`config.mk`:
```
export PLATFORM = sky130hd
export DESIGN_NAME = ifu_fetch
export DESIGN_NICKNAME = d
export VERILOG_FILES = /design/src/rtl/npc_ifu_pkg.sv /design/src/rtl/ifu_perf_cnt.sv /design/src/rtl/ifu_fetch.sv
export SDC_FILE = /design/constraint.sdc
export NUM_CORES = 1
export LEC_CHECK = 0
export CAP_MARGIN = 20
export CELL_PAD_IN_SITES_DETAIL_PLACEMENT = 1
export CELL_PAD_IN_SITES_GLOBAL_PLACEMENT = 1
export CORE_ASPECT_RATIO = 0.8
export CORE_MARGIN = 3
export CORE_UTILIZATION = 31
export CTS_BUF_LIST = sky130_fd_sc_hd__clkbuf_2 sky130_fd_sc_hd__clkbuf_4 sky130_fd_sc_hd__clkbuf_8
export DETAILED_ROUTE_END_ITERATION = 10
export PLACE_DENSITY = 0.82
export SLEW_MARGIN = 10
export SYNTH_ARGS = -nofsm -noshare
export SYNTH_HDL_FRONTEND = slang
export SYNTH_SLANG_ARGS = --single-unit
```
`constraint.sdc`:
```
create_clock -name clk -period 1.2 [get_ports clk]
set_input_delay 0.24 -clock clk [delete_from_list [all_inputs] [get_ports clk]]
set_output_delay 0.24 -clock clk [all_outputs]
set_load 0.05 [all_outputs]
```
`src/rtl/npc_ifu_pkg.sv`:
```
// rtl/npc_ifu_pkg.sv - shared types and constants for the NPC instruction fetch stage
package npc_ifu_pkg;

  typedef enum logic [1:0] {
    S_AR      = 2'd0,
    S_R       = 2'd1,
    S_OUT     = 2'd2,
    S_WAIT_PC = 2'd3
  } ifu_state_t;

  localparam logic [31:0] INST_EBREAK      = 32'h0010_0073;
  localparam logic [1:0]  RESP_OKAY        = 2'b00;
  localparam logic [31:0] DEFAULT_RESET_PC = 32'h8000_0000;

endpackage

```
`src/rtl/ifu_perf_cnt.sv`:
```
// rtl/ifu_perf_cnt.sv - fetch and memory-wait event counters (built only with IFU_PERF_CNT_EN)
module ifu_perf_cnt (
  input  logic        clk,
  input  logic        rst,
  input  logic        fetch_done,
  input  logic        wait_cycle,
  output logic [63:0] perf_fetch_cnt,
  output logic [63:0] perf_wait_cnt
);

  always_ff @(posedge clk) begin
    if (rst) begin
      perf_fetch_cnt <= 64'd0;
      perf_wait_cnt  <= 64'd0;
    end else begin
      if (fetch_done) perf_fetch_cnt <= perf_fetch_cnt + 64'd1;
      if (wait_cycle) perf_wait_cnt  <= perf_wait_cnt + 64'd1;
    end
  end

endmodule

```
`src/rtl/ifu_fetch.sv`:
```
// rtl/ifu_fetch.sv - NPC instruction fetch stage: AR/R read per instruction, {inst,pc} to decode
// Optional counters enabled by defining IFU_PERF_CNT_EN.
module ifu_fetch
  import npc_ifu_pkg::*;
#(
  parameter logic [31:0] RESET_PC = DEFAULT_RESET_PC,
  parameter int          ADDR_W   = 32
) (
  input  logic                clk,
  input  logic                rst,
  input  logic                pc_update_valid,
  input  logic [ADDR_W-1:0]   pc_next,
  output logic [ADDR_W-1:0]   araddr,
  output logic                arvalid,
  input  logic                arready,
  input  logic [31:0]         rdata,
  input  logic [1:0]          rresp,
  input  logic                rvalid,
  output logic                rready,
  output logic                ifu_valid,
  output logic [31+ADDR_W:0]  ifu_data,
  input  logic                idu_ready,
  output logic                fetch_fault
`ifdef IFU_PERF_CNT_EN
  ,
  output logic [63:0]         perf_fetch_cnt,
  output logic [63:0]         perf_wait_cnt
`endif
);

  ifu_state_t        state, state_n;
  logic [ADDR_W-1:0] pc, pc_pending;
  logic              pending;
  logic              ar_fire, r_fire, out_fire, pc_take;
  logic [31:0]       inst;

  assign ar_fire  = arvalid & arready;
  assign r_fire   = rready & rvalid;
  assign out_fire = ifu_valid & idu_ready;
  assign pc_take  = (state == S_WAIT_PC) && (pending || pc_update_valid);
  assign inst     = (rresp != RESP_OKAY) ? INST_EBREAK : rdata;
  assign araddr   = pc;

  always_comb begin
    state_n = state;
    case (state)
      S_AR:      if (ar_fire)  state_n = S_R;
      S_R:       if (r_fire)   state_n = S_OUT;
      S_OUT:     if (out_fire) state_n = S_WAIT_PC;
      S_WAIT_PC: if (pc_take)  state_n = S_AR;
      default:   state_n = S_AR;
    endcase
  end

  // Handshake outputs are registered from the next state, so no ready input reaches them combinationally.
  always_ff @(posedge clk) begin
    if (rst) begin
      state       <= S_AR;
      arvalid     <= 1'b0;
      rready      <= 1'b0;
      ifu_valid   <= 1'b0;
      ifu_data    <= '0;
      fetch_fault <= 1'b0;
      pc          <= RESET_PC[ADDR_W-1:0];
      pc_pending  <= '0;
      pending     <= 1'b0;
    end else begin
      state     <= state_n;
      arvalid   <= (state_n == S_AR);
      rready    <= (state_n == S_R);
      ifu_valid <= (state_n == S_OUT);
      if (r_fire) begin
        ifu_data <= {inst, pc};
        if (rresp != RESP_OKAY) fetch_fault <= 1'b1;
      end
      // A pulse arriving while waiting beats any older pending value.
      if (pc_take) begin
        pc      <= pc_update_valid ? pc_next : pc_pending;
        pending <= 1'b0;
      end else if (pc_update_valid) begin
        pc_pending <= pc_next;
        pending    <= 1'b1;
      end
    end
  end

`ifdef IFU_PERF_CNT_EN
  ifu_perf_cnt u_perf_cnt (
    .clk            (clk),
    .rst            (rst),
    .fetch_done     (out_fire),
    .wait_cycle     ((arvalid & ~arready) | (rready & ~rvalid)),
    .perf_fetch_cnt (perf_fetch_cnt),
    .perf_wait_cnt  (perf_wait_cnt)
  );
`endif

endmodule

```
# Yosys cells after proc, flatten, opt, wreduce, memory -nomap -nowiden

Index checks and enable logic that the tools add are counted.

Flip-flop bits (word level): 135
Input bits: 72
Output and inout bits: 100
Word-level logic and storage cells: 31

Eq/ne operators: 5
Muxes and demuxes: 7
Bitwise logic cells: 3
Reductions and logical operators: 7

Operator list:

| cell                 | number |
|---|---|
| $mux W32             | 2 |
| $mux W2              | 4 |
| $pmux W2 S4          | 1 |
| $eq A2 B2 Y1 const B | 3 |
| $eq A2 B1 Y1 const B | 2 |
| $logic_not A2 Y1     | 2 |
| $and A1 B1 Y1        | 3 |
| $reduce_and A2 Y1    | 1 |
| $reduce_bool A2 Y1   | 1 |
| $reduce_or A2 Y1     | 1 |
| $logic_and A1 B1 Y1  | 1 |
| $logic_or A1 B1 Y1   | 1 |

# Longest topological paths before layout

Gate-level depths: netlist of run 1.

Depth after elaboration: 5
Gate-level depth with buffers: 6
Gate-level depth less buffers: 3

# Worst setup path before layout of run 1

OpenSTA, ideal clock, no wires.

Path type: flip-flop to flip-flop
Start point: reg rready
End point: reg ifu_data[32]
Arrival: 1,449 ps
Data required time: 1,081 ps
Setup slack: -368 ps
Stages on the path, launching flop included: 5
Path buffers: 1
Clock period less this slack: 1,568 ps
Cells stage by stage: dfxtp_1 -> nand2_1 -> or2_1 -> clkbuf_1 -> o221a_2

Cells in the longest elaborated chain, start to end: 1

Ends and longest elaborated chain:

| item                   | line            | source |
|---|---|---|
| from (decl)            | ifu_fetch.sv:19 | `output logic rready,` |
| from (signal assigned) | ifu_fetch.sv:70 | `rready <= (state_n == S_R);` |
| $and A1 B1 Y1          | ifu_fetch.sv:38 | `assign r_fire = rready & rvalid;` |
| to (signal assigned)   | ifu_fetch.sv:73 | `ifu_data <= {inst, pc};` |
| to (decl)              | ifu_fetch.sv:21 | `output logic [31+ADDR_W:0] ifu_data,` |

Every way passes these cells.
A chain may end at the register's enable or synchronous reset.

# Worst setup path in the final report of run 1

Start point: reg pending
End point: reg pc[5] (netlist: araddr[5])

Cells in the longest elaborated chain, start to end: 2

Ends and longest elaborated chain:

| item                   | line            | source |
|---|---|---|
| from (decl)            | ifu_fetch.sv:33 | `logic pending;` |
| from (signal assigned) | ifu_fetch.sv:66 | `pending <= 1'b0;` |
| from (signal assigned) | ifu_fetch.sv:79 | `pending <= 1'b0;` |
| from (signal assigned) | ifu_fetch.sv:82 | `pending <= 1'b1;` |
| $logic_or A1 B1 Y1     | ifu_fetch.sv:40 | `assign pc_take = (state == S_WAIT_PC) && (pending \|\| pc_update_valid);` |
| $logic_and A1 B1 Y1    | ifu_fetch.sv:40 |  |
| to (signal assigned)   | ifu_fetch.sv:64 | `pc <= RESET_PC[ADDR_W-1:0];` |
| to (signal assigned)   | ifu_fetch.sv:78 | `pc <= pc_update_valid ? pc_next : pc_pending;` |
| to (decl)              | ifu_fetch.sv:32 | `logic [ADDR_W-1:0] pc, pc_pending;` |

Every way passes these cells.

==> impl_metrics.csv, run 1 <==
group,metric,value,unit
finish,final_util,0.628,
power_and_ir_drop,power_density,951,nW/um^2
synthesis,yosysSeqAreaShare,0.537,
timing,timing_hold_violations_final,0,
worst_setup_path,path_max_fanout,16,
synthesis,yosysTopAreaCellShare,0.537,
place,dp_cells,918,
routing,antenna_left,0,
routing,vias_per_cell,5.08,
synthesis,yosys_warnings,0,
worst_setup_path,path_buf_inv,1,
finish,final_nets,862,
global_routing,grt_pass1_vias,5558,
timing,slew_headroom,0.743,
worst_setup_path,setup.worst_path.start_class,"flip-flop",
global_routing,grt_overflow,0,
timing,tns,-2.44,ns
worst_setup_path,worstPathArrival,1.65,ns
routing,first_iter_violations,229,
worst_setup_path,required,1.57,ns
synthesis,synthesis.area,5040,um^2
worst_setup_path,endpoint_kind,"flip-flop",
clock_network,cts.sinks,135,
finish,drive_gt1_frac,0.554,
synthesis,yosys-top-cells-area,"dfxtp_1 54%, nand2_1 9.7%, a21oi_1 6.5%",
global_routing,grt_pass1_wl,31.4,mm
hold_path,hp-class,"in -> reg",
timing,fin_skew,0.0152,ns
timing,slew_viol_final,0,
synthesis,synth.distinct_cells,30,
worst_setup_path,cp_slowest_cell,"dfxtp_1",
clock_network,max-clock-path-buffers,2,
clock_network,cts_root_buf,"clkbuf_8",
timing,period_share,1.07,
synthesis,ys_ff_latch,135,
finish,n_fill_cell,1567,
worst_setup_path,reg2reg_to,"araddr[5]",
global_routing,grt_max_degree,48,
routing,routed_wl,21.9,mm
synthesis,synth_nets,622,
power_and_ir_drop,finalPower,9.46,mW
global_routing,antenna_found_initial,0,
routing,via_count,5151,
routing,wl_per_cell,21.6,um
worst_setup_path,r2r_setup_slack,-0.08,ns
worst_setup_path,cp_num_cells,3,
die,die-height,120,um
timing,rsz0062_at_grt,"yes",
synthesis,yosysTopAreaCell,"dfxtp_1",
finish,diodes,0,
worst_setup_path,cp-startpoint,"pending",
place,place_ws,-0.691,ns
die,die_w,149,um
clock_network,hold_buffers,0,
place,gp_congestion,0.751,
global_routing,grtUsageTotal,0.229,
finish,stdcell_count,1013,
routing,drc,0,
clock_network,h-tree-depth,4,
worst_setup_path,cp_top_family,"compound AO/OA/AOI/OAI gates",
die,rows,41,
flow_run,drv_cap,0,
clock_network,cts_buffers,17,
synthesis,postSynthCellCount,550,
power_and_ir_drop,irDropWorstVdd,836,uV
timing,worst_pin_slew,0.385,ns
place,dp.final_hpwl,12.9,mm
power_and_ir_drop,leakage,3.85,nW
finish,area.growth.synth_to_final,97.5,%
timing,setup_ws,-0.0812,ns
die,io_pins,172,
worst_setup_path,worstRegToRegCells,3,
worst_setup_path,critPathMaxStageDelay,0.33,ns
clock_network,cts_tree,"done",
timing,setup_viol,86,
die,core_area,15900,um^2
clock_network,clk_pin_slew,0.07,ns
clock_network,clk_latency,0.46,ns
timing,max_freq,781,MHz
worst_setup_path,r2r-start,"pending",
worst_setup_path,setup.worst_path.class,"reg -> reg",
die,start_util,0.318,
worst_setup_path,cp-endpoint,"araddr[5]",
routing,dr.pass1.iters,4,
place,portBuffers,171,
worst_setup_path,path_cells,"o211a_4 -> bufbuf_16 -> a211oi_2",
status,status,"complete, but fails checks",
status,violations,"setup timing",
synthesis,syn_area_per_cell,9.16,um^2
timing,period_needed,1.28,ns
die,die_area,17800,um^2
## flip-flops by register name, summed over array words and instances, names as in the netlist
name         count
araddr          32
arvalid          1
fetch_fault      1
ifu_data        64
ifu_valid        1
pc_pending      32
pending          1
rready           1
state            2
## report_power, final
group,switching [mW],internal [mW]
Combinational,0.736,0.730
Sequential,0.0969,4.51
Clock,1.71,1.69
## cells in the mapped netlist, drive strengths merged
master and instances:
nor2b 1, and4bb 1, nor3b 1, a211oi 32
a221oi 1, a21oi 65, clkbuf 14, o211a 1
inv 1, dfxtp 135, or2 2, buf 31
mux2i 32, a21bo 1, o21a 1, a21boi 1
mux2 1, nor2 59, nor3 3, a31oi 1
and2 2, nand2 130, a22oi 27, o221a 7
## worst min-delay path by stage
| stage | slack [ns] | to | start | cells past startpoint |
|---|---|---|---|---|
| 3_5_place_dp | 0.45 | pc_pending[20] | pc_pending[20] | 2 |
| 6_report | 0.18 | pc_pending[31] | rst | 2 |
| 4_1_cts | 0.12 | pc_pending[30] | rst | 2 |
| 2_1_floorplan | 0.38 | pc_pending[0] | pc_next[0] | 2 |
| 5_1_grt | 0.16 | pc_pending[25] | rst | 2 |
| 3_3_place_gp | 0.44 | pc_pending[31] | pc_pending[31] | 2 |
## logic make-up after synthesis
group | after synthesis | synth area share
buf+inv | 46 | 0.0450
simple gates | 199 | 0.154
compound gates | 137 | 0.199
flops | 135 | 0.537
mux | 33 | 0.0658
## metal layers
layer | wire [um] | GRT usage | share of wire | up-vias
met5 | 0 | 0 | 0 | -
met4 | 469 | 0.0854 | 0.021 | 0
met3 | 1430 | 0.0815 | 0.065 | 40
met2 | 11400 | 0.399 | 0.52 | 171
met1 | 8620 | 0.256 | 0.39 | 2565
li1 | - | - | - | 2375
## placed cells by master (no fill, tap or decap), types with 3 or more instances in the layout
| master | count |
|---|---|
| buf_6 | 4 |
| buf_4 | 65 |
| dfxtp_2 | 61 |
| clkbuf_16 | 4 |
| o221a_2 | 5 |
| a22oi_1 | 26 |
| nand2_2 | 5 |
| a211oi_1 | 5 |
| mux2i_1 | 31 |
| nand2_1 | 97 |
| a21oi_2 | 34 |
| dfxtp_1 | 33 |
| a21oi_1 | 31 |
| clkbuf_8 | 22 |
| nor2_1 | 57 |
| buf_12 | 116 |
| dfxtp_4 | 41 |
| nand2_4 | 28 |
| dlymetal6s2s_1 | 3 |
| a211oi_2 | 27 |
| clkdlybuf4s50_1 | 66 |
| and4bb_4 | 3 |
## cell type report
| type | instances | area, um^2 | area share |
|---|---|---|---|
| Sequential cell | 135 | 2930 | 0.295 |
| Multi-Input combinational cell | 372 | 2630 | 0.264 |
| Clock inverter | 3 | 20.0 | 0.00201 |
| Timing Repair Buffer | 263 | 3780 | 0.380 |
| Clock buffer | 24 | 318 | 0.0319 |
| Inverter | 1 | 3.75 | 0.000377 |
| Tap cell | 215 | 269 | 0.0270 |
## through the flow
step | hold slack [ns] | cell area (um^2)
floorplan | 0.376 | 5080
global placement | 0.440 | 8190
detailed placement | 0.450 | 8190
CTS | 0.122 | 9370
global route | 0.163 | 9950
finish | 0.177 | 9950
## repair_timing
item,4_1_cts,5_1_grt
buffers inserted,42,15
endpoints found under the setup margin,172,213
gates cloned,5,7
pin swaps,14,57
gates resized for setup,171,96
Note: power is estimated with default switching activity, not from simulation.
==> run 2, diff against run 1 <==
--- a/config.mk
+++ b/config.mk
@@ -13,7 +13,7 @@
 export CORE_UTILIZATION = 31
 export CTS_BUF_LIST = sky130_fd_sc_hd__clkbuf_2 sky130_fd_sc_hd__clkbuf_4 sky130_fd_sc_hd__clkbuf_8
 export DETAILED_ROUTE_END_ITERATION = 10
-export PLACE_DENSITY = 0.82
+export PLACE_DENSITY = 0.8
 export SLEW_MARGIN = 10
 export SYNTH_ARGS = -nofsm -noshare
 export SYNTH_HDL_FRONTEND = slang
==> run 2 against run 1 <==
  * The flow still finishes with violations (setup timing)
  * Worst setup slack improved by 0.0093 ns
  * Wire length hardly changed
  * Clock power grew 36%
  * Combinational power down 3%
  * Total power increased by 12%
  * Via count decreased by 1.2%
  * Non-clock buffer count shrank 7
  * Die area is the same
  * Register-to-register slack about the same
  * Largest power group unchanged
==> impl_metrics.csv, run 2 (synthesized netlist as in run 1, its figures left out) <==
group,metric,value,unit
status,status,"complete, but fails checks",
status,violations,"setup timing",
timing,period_share,1.06,
die,rows,41,
routing,antenna_left,0,
timing,setup_viol,26,
finish,area.growth.synth_to_final,99.3,%
worst_setup_path,worstRegToRegCells,6,
clock_network,cts_root_buf,"clkbuf_8",
timing,setup_ws,-0.0719,ns
global_routing,grt_overflow,0,
worst_setup_path,setup.worst_path.start_class,"flip-flop",
clock_network,cts_buffers,17,
die,die_w,149,um
global_routing,met2_usage,0.409,
finish,drive_gt1_frac,0.558,
die,die_area,17800,um^2
global_routing,antenna_found_initial,0,
finish,fin_area,10000,um^2
flow_run,drv_cap,0,
global_routing,grtUsageTotal,0.228,
timing,worst_pin_slew,0.404,ns
worst_setup_path,critPathMaxStageDelay,0.37,ns
place,gp_congestion,0.751,
timing,period_needed,1.27,ns
clock_network,clk_latency,0.45,ns
routing,wl_per_cell,21.7,um
routing,vias_per_cell,5.04,
finish,stdcell_count,1010,
timing,slew_viol_final,0,
timing,slew_headroom,0.723,
clock_network,cts.sinks,135,
die,start_util,0.318,
clock_network,cts_tree,"done",
place,dpl_cell_area,8130,um^2
finish,final_util,0.633,
clock_network,hold_buffers,0,
place,dp_cells,915,
power_and_ir_drop,finalPower,10.6,mW
worst_setup_path,setup.worst_path.class,"reg -> reg",
power_and_ir_drop,leakage,3.83,nW
die,core_area,15900,um^2
worst_setup_path,cp_slowest_cell,"dfxtp_4",
global_routing,grt_use_met3,0.0778,
worst_setup_path,path_cells,"buf_6 -> a21boi_4 -> buf_12 -> buf_12 -> nand2_4 -> a21oi_4",
power_and_ir_drop,irDropWorstVdd,825,uV
clock_network,clk_pin_slew,0.08,ns
hold_path,min_path_cells,2,
die,die-height,120,um
clock_network,max-clock-path-buffers,2,
finish,regArea,2940,um^2
clock_network,h-tree-depth,4,
timing,fin_skew,0.0111,ns
hold_path,hp-class,"in -> reg",
timing,max_freq,786,MHz
global_routing,grt_max_degree,58,
worst_setup_path,critical-path-top-cell-by-count,"buf_12",
place,portBuffers,171,
die,io_pins,172,
worst_setup_path,path_max_fanout,6,
routing,via_count,5088,
worst_setup_path,endpoint_kind,"flip-flop",
worst_setup_path,required,1.58,ns
routing,first_iter_violations,190,
routing,dr.pass1.iters,4,
timing,rsz0062_at_grt,"yes",
power_and_ir_drop,power_density,1060,nW/um^2
routing,drc,0,
finish,n_fill_cell,1564,
global_routing,top_usage_layer,"met2",
place,dp.final_hpwl,12.7,mm
timing,timing_hold_violations_final,0,
global_routing,grt_pass1_wl,31.5,mm
routing,routed_wl,21.9,mm
finish,layout_common_cells,"114 x buf_12, 89 x nand2_1, 68 x clkdlybuf4s50_1",
worst_setup_path,worstPathArrival,1.66,ns
global_routing,use_met1,0.254,
finish,top_register,"ifu_data",
global_routing,grt_pass1_vias,5589,
finish,multiInputGateArea,2600,um^2
finish,final_nets,853,
finish,largest_reg_flops,64,
finish,final_common_cell,"buf_12",
## run 2: per-stage QoR
stage               setup TNS (ns)  setup WS [ns]  hold WS [ns]
finish                      -0.550        -0.0719        0.0431
global route                 -5.23         -0.104        0.0309
CTS                          -2.30         -0.101        0.0198
detailed placement          -38.55         -0.651         0.451
global placement            -28.26         -0.495         0.441
floorplan                        0        0.00942         0.376
## run 2: worst max-delay path, delay by kind of cell, from the launching register on
family / cells / cell delay (ns)
buffers and inverters: 3 / 0.44
flip-flops: 1 / 0.37
AO/OA/AOI/OAI: 2 / 0.32
AND/OR/NAND/NOR: 1 / 0.07
## run 2: layout make-up
class | instances | area share
inverters | 1 | 0.000374
clock inverters | 10 | 0.0187
clock buffers | 22 | 0.0302
flip-flops and latches | 135 | 0.292
well taps | 215 | 0.0268
repair buffers | 256 | 0.372
multi-input cells | 370 | 0.259
diodes | 1 | 0.000249
## run 2: repair_timing
item | 4_1_cts | 5_1_grt
setup buffers | 40 | 11
cloned | 7 | 6
endpoints found under the setup margin | 194 | 181
pin swaps | 8 | 49
endpoints found under the hold margin | 0 | 0
gates resized for setup | 160 | 116
## run 2: worst paths after layout
check,start,slack (ns),endpoint
min,rst,0.04,state[1]
max,state[0],-0.07,pc_pending[22]
max reg2reg,state[0],-0.07,pc_pending[22]
min reg2reg,pc_pending[12],0.47,pc_pending[12]
## run 2: power breakdown
group | switching (mW) | total (mW) | internal [mW]
Combinational | 0.730 | 1.43 | 0.698
Clock | 1.83 | 4.60 | 2.77
Sequential | 0.102 | 4.61 | 4.50
Total | 2.67 | 10.6 | 7.97
## run 2: layer usage
| layer | up-vias | wire (um) |
|---|---|---|
| met2 | 163 | 11500 |
| li1 | 2359 | - |
| met3 | 39 | 1380 |
| met5 | - | 0 |
| met4 | 0 | 370 |
| met1 | 2527 | 8610 |
==> run 3, diff against run 2 <==
--- a/config.mk
+++ b/config.mk
@@ -8,7 +8,7 @@
 export CAP_MARGIN = 20
 export CELL_PAD_IN_SITES_DETAIL_PLACEMENT = 1
 export CELL_PAD_IN_SITES_GLOBAL_PLACEMENT = 1
-export CORE_ASPECT_RATIO = 0.8
+export CORE_ASPECT_RATIO = 1.4
 export CORE_MARGIN = 3
 export CORE_UTILIZATION = 31
 export CTS_BUF_LIST = sky130_fd_sc_hd__clkbuf_2 sky130_fd_sc_hd__clkbuf_4 sky130_fd_sc_hd__clkbuf_8
==> run 3 against run 2 <==
  * Fmax rose by 2.5%
  * Combinational power fell by 5%
  * Total power fell by 5.4%
  * The flow still finishes with violations (setup timing)
  * Cell area fell by 3.5%
  * Non-clock buffer count rose by 8
  * Clock-buffer cell count rose by 2
  * Highest routed layer unchanged
  * Worst setup slack improved by 0.031 ns
  * Global-route usage fell by 1.5 points
==> impl_metrics.csv, run 3 (synthesized netlist as in run 1, its figures left out) <==
group,metric,value,unit
status,status,"complete, but fails checks",
status,violations,"setup timing",
finish,fin_area,9690,um^2
timing,worst_pin_slew,0.389,ns
place,portBuffers,171,
finish,area.growth.synth_to_final,92.3,%
power_and_ir_drop,finalPower,10.1,mW
worst_setup_path,r2r_setup_slack,-0.04,ns
finish,top_register,"ifu_data",
power_and_ir_drop,power_density,1040,nW/um^2
finish,layout_common_cells,"114 x buf_12, 109 x nand2_1, 75 x dfxtp_2",
routing,drc,0,
timing,slew_headroom,0.740,
worst_setup_path,r2r-start,"state[0]",
worst_setup_path,path_buf_inv,1,
clock_network,clk_pin_slew,0.08,ns
place,dp_cells,904,
clock_network,cts.sinks,135,
worst_setup_path,worstRegToRegCells,4,
hold_path,holdPathEnd,"pc_pending[11]",
place,gp_congestion,0.766,
global_routing,grtUsageTotal,0.214,
timing,period_share,1.03,
clock_network,cts_buffers,17,
worst_setup_path,endpoint_kind,"flip-flop",
clock_network,cts_tree,"done",
worst_setup_path,required,1.51,ns
worst_setup_path,cp_top_family,"flip-flops",
finish,final_util,0.615,
clock_network,cts_root_buf,"clkbuf_8",
routing,dr_wl_met3,766,um
finish,drive_gt1_frac,0.531,
routing,met2_length,12.0,mm
timing,setup_ws,-0.0408,ns
timing,rsz0062_at_grt,"yes",
routing,via_count,5063,
routing,dr.pass1.iters,4,
place,dpl_cell_area,8200,um^2
power_and_ir_drop,irDropWorstVdd,667,uV
place,place_ws,-0.684,ns
clock_network,max-clock-path-buffers,2,
timing,fin_skew,0.0164,ns
clock_network,h-tree-depth,4,
timing,timing_hold_violations_final,0,
timing,period_needed,1.24,ns
die,die_area,17800,um^2
hold_path,min_from,"rst",
worst_setup_path,path_max_fanout,6,
die,start_util,0.320,
hold_path,hp-class,"in -> reg",
global_routing,grt_pass1_vias,5572,
die,rows,54,
die,core_area,15700,um^2
worst_setup_path,cp_slowest_cell,"dfxtp_4",
finish,n_fill_cell,1652,
finish,regArea,2900,um^2
die,die-height,157,um
die,die_w,114,um
hold_path,min_path_cells,2,
flow_run,drv_cap,0,
routing,vias_per_cell,5.07,
worst_setup_path,worstPathArrival,1.55,ns
timing,slew_viol_final,0,
finish,final_nets,861,
worst_setup_path,critPathMaxStageDelay,0.39,ns
die,io_pins,172,
worst_setup_path,setup.worst_path.class,"reg -> reg",
routing,first_iter_violations,219,
place,dp.final_hpwl,13.0,mm
worst_setup_path,path_cells,"o211a_4 -> buf_6 -> mux2i_1 -> nand2_1",
finish,final_common_cell,"buf_12",
clock_network,clk_latency,0.45,ns
finish,stdcell_count,998,
worst_setup_path,setup.worst_path.start_class,"flip-flop",
routing,wl_met1,7.66,mm
finish,diodes,0,
finish,multiInputGateArea,2410,um^2
global_routing,grt_max_degree,41,
routing,topRoutingLayerUsed,"met4",
routing,routed_wl,20.9,mm
finish,largest_reg_flops,64,
global_routing,antenna_found_initial,0,
global_routing,grt_overflow,0,
routing,wl_per_cell,21.0,um
worst_setup_path,reg2reg_to,"araddr[31]",
timing,setup_viol,34,
timing,max_freq,806,MHz
global_routing,grt_pass1_wl,29.5,mm
power_and_ir_drop,leakage,3.71,nW
routing,antenna_left,0,
## run 3: repair_timing
action,4_1_cts,5_1_grt
pin swaps,12,12
setup buffers,37,20
resized for setup,141,70
endpoints found under the setup margin,187,193
gates cloned,2,5
hold buffers,0,0
## run 3: final cells by class
class                           instances  share of cell area
Sequential cell                       135               0.299
Clock buffer                           24              0.0315
Multi-Input combinational cell        370               0.249
Clock inverter                          8              0.0123
Timing Repair Buffer                  264               0.382
Inverter                                1            0.000387
Tap cell                              196              0.0253
## run 3: report_power, final
| group | switching, mW | leakage [nW] | internal, mW |
|---|---|---|---|
| Clock | 1.77 | 0.221 | 2.31 |
| Combinational | 0.676 | 2.34 | 0.685 |
| Sequential | 0.0945 | 1.15 | 4.53 |
## run 3: per-layer routing
layer,up-vias,GRT usage
met4,0,0.0819
met1,2528,0.224
met3,29,0.0499
met2,142,0.407
met5,-,0
li1,2364,-
## run 3: worst max path at each step
stage,start,end,cells past startpoint
after global routing,state[0],araddr[31],4
after global placement,rvalid,ifu_data[50],4
after floorplan,rready,ifu_data[32],4
final,state[0],araddr[31],4
after CTS,rready,rready,1
after detailed placement,rvalid,ifu_data[54],4
## run 3: per-stage QoR
step	hold WS, ns	setup TNS [ns]
after floorplan	0.376	0
final	0.174	-0.439
after global placement	0.441	-26.25
after detailed placement	0.451	-33.06
after global routing	0.165	-5.81
after CTS	0.146	-3.96
## run 3: worst reg2reg max path, cell delays in order, from the launching register on
cell,delay [ns]
dfxtp_4,0.39
o211a_4,0.29
buf_6,0.15
mux2i_1,0.19
nand2_1,0.08
